<file path="config.mk">
export PLATFORM = sky130hd
export DESIGN_NAME = wb_fwd_pipe_flat
export DESIGN_NICKNAME = d
export VERILOG_FILES = /design/src/rtl/wb_fwd_pipe_if.sv /design/src/rtl/wb_fwd_pipe.sv /design/src/flat_wrapper.sv
export SDC_FILE = /design/constraint.sdc
export NUM_CORES = 1
export LEC_CHECK = 0
export BUFFER_PORTS_ARGS = -buffer_cell sky130_fd_sc_hd__clkbuf_2
export CAP_MARGIN = 20
export CORE_MARGIN = 1
export CORE_UTILIZATION = 47
export DETAILED_ROUTE_END_ITERATION = 7
export GPL_ROUTABILITY_DRIVEN = 0
export HOLD_SLACK_MARGIN = 0.1
export PLACE_DENSITY = 0.81
export SETUP_SLACK_MARGIN = 0.05
export SYNTH_ARGS = -nofsm -noshare
export SYNTH_HDL_FRONTEND = slang
export SYNTH_SLANG_ARGS = --single-unit
</file>
<file path="constraint.sdc">
create_clock -name clk -period 3.8 [get_ports clk]
set_input_delay 0.38 -clock clk [delete_from_list [all_inputs] [get_ports clk]]
set_output_delay 0.38 -clock clk [all_outputs]
set_load 0.005 [all_outputs]
</file>
<file path="src/rtl/wb_fwd_pipe_if.sv">
// rtl/wb_fwd_pipe_if.sv - EX/MEM/ID side signal bundle for the writeback forwarding pipe
//
// Purpose: groups every non-clock, non-reset signal of wb_fwd_pipe.
//   slave  modport: the pipe itself (consumes EX/ID/control, produces buses).
//   master modport: the surrounding core (or bench) driving EX/ID/control.
// Signals:
//   ex_valid, ex_rf_we, ex_rf_waddr[4:0], ex_result[31:0], ex_is_load : EX stage
//   mem_load_data[31:0]                       : load data during the MEM cycle
//   hold, flush                               : pipeline control
//   id_raddr1/2[4:0], id_re1/2                : ID source operands
//   ex_to_id_bus/mem_to_id_bus/wb_to_id_bus   : {we, waddr[4:0], data[31:0]}
//   rf_we, rf_waddr[4:0], rf_wdata[31:0]      : regfile write port
//   stall_req, lu_stall_cnt[31:0]             : load-use stall and its counter
interface wb_fwd_pipe_if;
  logic        ex_valid;
  logic        ex_rf_we;
  logic [4:0]  ex_rf_waddr;
  logic [31:0] ex_result;
  logic        ex_is_load;
  logic [31:0] mem_load_data;
  logic        hold;
  logic        flush;
  logic [4:0]  id_raddr1;
  logic [4:0]  id_raddr2;
  logic        id_re1;
  logic        id_re2;
  logic [37:0] ex_to_id_bus;
  logic [37:0] mem_to_id_bus;
  logic [37:0] wb_to_id_bus;
  logic        rf_we;
  logic [4:0]  rf_waddr;
  logic [31:0] rf_wdata;
  logic        stall_req;
  logic [31:0] lu_stall_cnt;

  modport slave (
    input  ex_valid, ex_rf_we, ex_rf_waddr, ex_result, ex_is_load,
    input  mem_load_data, hold, flush,
    input  id_raddr1, id_raddr2, id_re1, id_re2,
    output ex_to_id_bus, mem_to_id_bus, wb_to_id_bus,
    output rf_we, rf_waddr, rf_wdata, stall_req, lu_stall_cnt
  );

  modport master (
    output ex_valid, ex_rf_we, ex_rf_waddr, ex_result, ex_is_load,
    output mem_load_data, hold, flush,
    output id_raddr1, id_raddr2, id_re1, id_re2,
    input  ex_to_id_bus, mem_to_id_bus, wb_to_id_bus,
    input  rf_we, rf_waddr, rf_wdata, stall_req, lu_stall_cnt
  );
endinterface

</file>
<file path="src/rtl/wb_fwd_pipe.sv">
// rtl/wb_fwd_pipe.sv - EX->MEM->WB destination pipe with ID forwarding buses and load-use stall
//
// Purpose: carries each instruction's register write from EX through MEM to WB,
//   drives the three ID forwarding buses and the regfile write port, and flags
//   load-use hazards that forwarding cannot cover.
// Ports:
//   clk  : pipeline clock, rising edge
//   rst  : asynchronous active-high reset
//   bus  : wb_fwd_pipe_if.slave (EX/ID inputs, hold/flush, buses, regfile port, stall)
module wb_fwd_pipe (
  input  logic            clk,
  input  logic            rst,
  wb_fwd_pipe_if.slave    bus
);

  // MEM stage register
  logic        mem_valid;
  logic        mem_we;
  logic [4:0]  mem_waddr;
  logic [31:0] mem_result;
  logic        mem_is_load;

  // WB stage register (already-resolved bus contents)
  logic        wb_we;
  logic [4:0]  wb_waddr;
  logic [31:0] wb_data;

  logic [31:0] stall_cnt;

  logic        ex_we_eff;
  logic        mem_we_eff;
  logic [31:0] mem_data;
  logic        hit1;
  logic        hit2;

  assign ex_we_eff  = bus.ex_valid & bus.ex_rf_we & (bus.ex_rf_waddr != 5'd0);
  assign mem_we_eff = mem_valid & mem_we & (mem_waddr != 5'd0);
  assign mem_data   = mem_is_load ? bus.mem_load_data : mem_result;

  // A load's value does not exist yet in EX, so it never forwards from there.
  assign bus.ex_to_id_bus  = {ex_we_eff & ~bus.ex_is_load, bus.ex_rf_waddr, bus.ex_result};
  assign bus.mem_to_id_bus = {mem_we_eff, mem_waddr, mem_data};
  assign bus.wb_to_id_bus  = {wb_we, wb_waddr, wb_data};

  // The WB bus stays live during hold; only the array write is deferred.
  assign bus.rf_we    = wb_we & ~bus.hold;
  assign bus.rf_waddr = wb_waddr;
  assign bus.rf_wdata = wb_data;

  assign hit1 = bus.id_re1 & (bus.id_raddr1 == bus.ex_rf_waddr);
  assign hit2 = bus.id_re2 & (bus.id_raddr2 == bus.ex_rf_waddr);
  assign bus.stall_req = ex_we_eff & bus.ex_is_load & (hit1 | hit2);

  assign bus.lu_stall_cnt = stall_cnt;

  always_ff @(posedge clk or posedge rst) begin
    if (rst) begin
      mem_valid   <= 1'b0;
      mem_we      <= 1'b0;
      mem_waddr   <= 5'd0;
      mem_result  <= 32'd0;
      mem_is_load <= 1'b0;
    end else if (bus.flush) begin
      mem_valid   <= 1'b0;
    end else if (!bus.hold) begin
      mem_valid   <= bus.ex_valid;
      mem_we      <= bus.ex_rf_we;
      mem_waddr   <= bus.ex_rf_waddr;
      mem_result  <= bus.ex_result;
      mem_is_load <= bus.ex_is_load;
    end
  end

  // Flush only kills the younger instruction entering MEM; WB always completes.
  always_ff @(posedge clk or posedge rst) begin
    if (rst) begin
      wb_we    <= 1'b0;
      wb_waddr <= 5'd0;
      wb_data  <= 32'd0;
    end else if (!bus.hold) begin
      wb_we    <= mem_we_eff;
      wb_waddr <= mem_waddr;
      wb_data  <= mem_data;
    end
  end

  // Counts every stalled cycle regardless of hold; wraps naturally.
  always_ff @(posedge clk or posedge rst) begin
    if (rst) begin
      stall_cnt <= 32'd0;
    end else if (bus.stall_req) begin
      stall_cnt <= stall_cnt + 32'd1;
    end
  end

endmodule

</file>
<file path="src/flat_wrapper.sv">
// flat-port wrapper written by rule: the top's interface ports become plain ports
module wb_fwd_pipe_flat 
  (clk, rst, bus_ex_valid, bus_ex_rf_we, bus_ex_rf_waddr, bus_ex_result, bus_ex_is_load, bus_mem_load_data, bus_hold, bus_flush, bus_id_raddr1, bus_id_raddr2, bus_id_re1, bus_id_re2, bus_ex_to_id_bus, bus_mem_to_id_bus, bus_wb_to_id_bus, bus_rf_we, bus_rf_waddr, bus_rf_wdata, bus_stall_req, bus_lu_stall_cnt);
  wb_fwd_pipe_if bus_i ();
  input  logic clk;
  input  logic rst;
  input wire logic [$bits(bus_i.ex_valid)-1:0] bus_ex_valid;
  input wire logic [$bits(bus_i.ex_rf_we)-1:0] bus_ex_rf_we;
  input wire logic [$bits(bus_i.ex_rf_waddr)-1:0] bus_ex_rf_waddr;
  input wire logic [$bits(bus_i.ex_result)-1:0] bus_ex_result;
  input wire logic [$bits(bus_i.ex_is_load)-1:0] bus_ex_is_load;
  input wire logic [$bits(bus_i.mem_load_data)-1:0] bus_mem_load_data;
  input wire logic [$bits(bus_i.hold)-1:0] bus_hold;
  input wire logic [$bits(bus_i.flush)-1:0] bus_flush;
  input wire logic [$bits(bus_i.id_raddr1)-1:0] bus_id_raddr1;
  input wire logic [$bits(bus_i.id_raddr2)-1:0] bus_id_raddr2;
  input wire logic [$bits(bus_i.id_re1)-1:0] bus_id_re1;
  input wire logic [$bits(bus_i.id_re2)-1:0] bus_id_re2;
  output wire logic [$bits(bus_i.ex_to_id_bus)-1:0] bus_ex_to_id_bus;
  output wire logic [$bits(bus_i.mem_to_id_bus)-1:0] bus_mem_to_id_bus;
  output wire logic [$bits(bus_i.wb_to_id_bus)-1:0] bus_wb_to_id_bus;
  output wire logic [$bits(bus_i.rf_we)-1:0] bus_rf_we;
  output wire logic [$bits(bus_i.rf_waddr)-1:0] bus_rf_waddr;
  output wire logic [$bits(bus_i.rf_wdata)-1:0] bus_rf_wdata;
  output wire logic [$bits(bus_i.stall_req)-1:0] bus_stall_req;
  output wire logic [$bits(bus_i.lu_stall_cnt)-1:0] bus_lu_stall_cnt;
  assign bus_i.ex_valid = bus_ex_valid;
  assign bus_i.ex_rf_we = bus_ex_rf_we;
  assign bus_i.ex_rf_waddr = bus_ex_rf_waddr;
  assign bus_i.ex_result = bus_ex_result;
  assign bus_i.ex_is_load = bus_ex_is_load;
  assign bus_i.mem_load_data = bus_mem_load_data;
  assign bus_i.hold = bus_hold;
  assign bus_i.flush = bus_flush;
  assign bus_i.id_raddr1 = bus_id_raddr1;
  assign bus_i.id_raddr2 = bus_id_raddr2;
  assign bus_i.id_re1 = bus_id_re1;
  assign bus_i.id_re2 = bus_id_re2;
  assign bus_ex_to_id_bus = bus_i.ex_to_id_bus;
  assign bus_mem_to_id_bus = bus_i.mem_to_id_bus;
  assign bus_wb_to_id_bus = bus_i.wb_to_id_bus;
  assign bus_rf_we = bus_i.rf_we;
  assign bus_rf_waddr = bus_i.rf_waddr;
  assign bus_rf_wdata = bus_i.rf_wdata;
  assign bus_stall_req = bus_i.stall_req;
  assign bus_lu_stall_cnt = bus_i.lu_stall_cnt;
  wb_fwd_pipe u_core (.clk(clk), .rst(rst), .bus(bus_i));
endmodule
</file>
==> metrics.yaml <==
outcome: "finished with violations"
violations: "design-rule violations"
nNetsFinal: 732
clock_skew_ns: 0.0100
synth-xor-area-share: 0.0630
ys_seq_elements: 110
route.met3.wl_um: 725
cts.sink_count: 110
htree_levels: 3
clock_path_buffers: 2
synth_area_sq_um: 5700
syn_inst: 447
initial_utilization: 0.491
avgSynthCellArea_sq_um: 12.8
holdCritPathClass: "in -> async"
post-route-period-util: 0.606
ys_seq_area_frac: 0.483
clock_latency_ns: 0.34
die_y_um: 112
yosys.area_share.adder: 0.00219
hold_viol: 0
ant_nets: 0
top_layer_used: "met5"
antenna_found_initial: 1
synth_top_family_by_area: "multiplexers"
p_clk_frac: 0.311
end_kind: "output pin"
synth_edf_count: 0
dp_hpwl_mm: 10.1
cts.clk_slew.worst_paths_ns: 0.07
cts_inserted_buffers: 9
cts_resized: 0
crit_arrival_ns: 1.92
tritoncts: "built"
layout-drive-gt1-share: 0.660
start_kind: "input pin"
peakVddDrop_mv: 0.256
synth_cell_types: 37
period_needed_ns: 2.30
ys.warnings.count: 0
synth_area_leaders: "dfrtp_1 48%, mux2_2 22%, buf_4 10%"
wl_per_cell_um: 16.5
core_sq_um: 11600
post_cts_buffers: 0
cp.required_ns: 3.42
port-buffer-count: 272
yosys.area.top_type: "dfrtp_1"
synth_ff_type: "dfrtp_1"
n_antenna_cell: 0
seqPwrFrac: 0.463
rows: 39
wl_mm: 13.0
relSlewSlack: 0.391
die_area_sq_um: 12600
drt_iter0_drc: 138
max_freq_ghz: 0.434
die_w_um: 112
drc: 19
p_leak_nw: 3.54
dp_slack_ns: 1.44
grt_pass1_vias: 3979
rsz0062_at_grt: "no"
final.setup.tns_ns: 0
max_slew.worst_pin.slew_ns: 0.914
p_switching_mw: 0.820
cap_violations: 0
setup_violations: 0
grt_pass1_wl_mm: 20.8
fin_ws_ns: 1.50
crit_type: "in -> out"
syn2layout_area_growth_pct: 22.1
cts_hold_buf: 0
synth-compound-area-share: 0.00900
wl_met2_mm: 6.93
cp_max_fo: 13
combPwrFrac: 0.225
p_sw_frac: 0.265
power_density_nw_per_um2: 445
syn_nets: 536
met1_length_mm: 5.15
ioPinCount: 273
muxShareOfSynthArea: 0.220
root_buffer: "clkbuf_16"
grt_max_degree: 75
p_int_mw: 2.28
grt_overflow_total: 0
async_flop_share: 1.00
n_fill_cell: 941
synthSimpleGateAreaFrac: 0.106
vias_per_cell: 5.10
vias: 4027
grt_use_total: 0.211
slew_viol_final: 0
synth_top_area_frac: 0.483
drt-pass1-iter-count: 8
[power by group through the flow]
stage / registers (mW) / logic, mW / clock network [mW]
3_5_place_dp: 1.46 / 0.710 / 0
3_3_place_gp: 1.45 / 0.694 / 0
5_1_grt: 1.46 / 0.760 / 1.05
4_1_cts: 1.44 / 0.712 / 0.986
2_1_floorplan: 1.44 / 0.473 / 0
6_report: 1.44 / 0.699 / 0.965
[cell type report]
cell class / instances / area (sq um) / share of cell area
well taps: 143 / 179 / 0.0257
repair buffers: 278 / 1420 / 0.204
multi-input cells: 242 / 2290 / 0.329
flip-flops and latches: 110 / 2750 / 0.396
inverters: 2 / 10.0 / 0.00144
clock buffers: 12 / 267 / 0.0383
clock inverters: 3 / 42.5 / 0.00611
[synthesized netlist by cell type, types with 5 or more instances]
master and number:
xor2_1 34, xnor2_1 7, nand2_1 13, nor4_2 14, nand3_1 10, dfrtp_1 110
mux2_2 109, nor2_1 9, buf_4 76, buf_1 6, nand4_1 5, nor3_1 8
clkbuf_1 6
[layout by cell type, fill, tap and decap left out, types with 2 or more instances in the layout]
master	Yosys	routed
nand2_1	13	13
nand4b_1	3	3
nor4_1	2	2
buf_4	76	5
nor4_2	14	14
nor2b_1	2	2
and3_1	3	3
nand3b_1	2	2
nor3b_1	2	2
clkbuf_8	0	3
dfrtp_1	110	110
nor4b_2	3	3
nor2_1	9	8
xnor2_1	7	7
mux2_2	109	109
clkbuf_2	0	272
nor3_1	8	8
nand4_1	5	5
or3_1	3	3
clkbuf_16	0	9
xor2_1	34	34
nand3_1	10	10
[state kept, by name, indices dropped and copies added, names as in the netlist]
name and cells:
u_core.bus.lu_stall_cnt 32, u_core.bus.rf_wdata 32, u_core.mem_result 32, u_core.bus.rf_waddr 5, u_core.mem_waddr 5, u_core.mem_is_load 1, u_core.mem_valid 1, u_core.mem_we 1
u_core.wb_we 1
[final timing paths]
check,slack [ns],startpoint,cells past startpoint,end
hold reg to reg,0.48,u_core.bus.lu_stall_cnt[31]$_DFFE_PP0P_,1,u_core.bus.lu_stall_cnt[31]$_DFFE_PP0P_
setup / recovery,1.50,bus_ex_rf_waddr[1],6,bus_stall_req
min in group clk,0.25,bus_flush,2,u_core.mem_valid$_DFFE_PP0P_
setup reg to reg,1.82,u_core.bus.lu_stall_cnt[0]$_DFFE_PP0P_,6,u_core.bus.lu_stall_cnt[26]$_DFFE_PP0P_
hold / removal,0.22,rst,2,u_core.bus.rf_wdata[7]$_DFFE_PP0N_
max in group asynchronous,2.73,rst,3,u_core.wb_we$_DFFE_PP0N_
[logic make-up (layout without fill, tap and decap cells)]
family,count (synthesis),count (layout)
multiplexers,111,111
flip-flops,110,110
buffers and inverters,95,295
AND/OR/NAND/NOR,85,85
XOR/XNOR,41,41
AO/OA/AOI/OAI,4,4
adder cells (fa/ha/maj),1,1
[per-layer routing]
layer	GRT usage	up-vias
li1	-	1875
met1	0.249	1966
met2	0.386	163
met3	0.0454	21
met4	0.0560	2
met5	0	-
[per-stage QoR]
step / hold WS, ns / instance area, sq um / std cells / util / power [mW]
after floorplan: 0.446 / 5700 / 447 / - / 1.91
after global placement: 0.458 / 6630 / 774 / 0.571 / 2.14
after detailed placement: 0.464 / 6650 / 775 / 0.573 / 2.17
after CTS: 0.242 / 6960 / 790 / 0.599 / 3.14
after global routing: 0.243 / 6960 / 790 / 0.599 / 3.26
final: 0.221 / 6960 / 790 / 0.599 / 3.10
[worst max-delay path: stages]
cell and delay [ns]:
clkbuf_2 0.17, xor2_1 0.19, nor4_2 0.08, a32oi_2 0.70
nor2_1 0.23, clkbuf_2 0.17
Power figures use the tool's default switching activity.
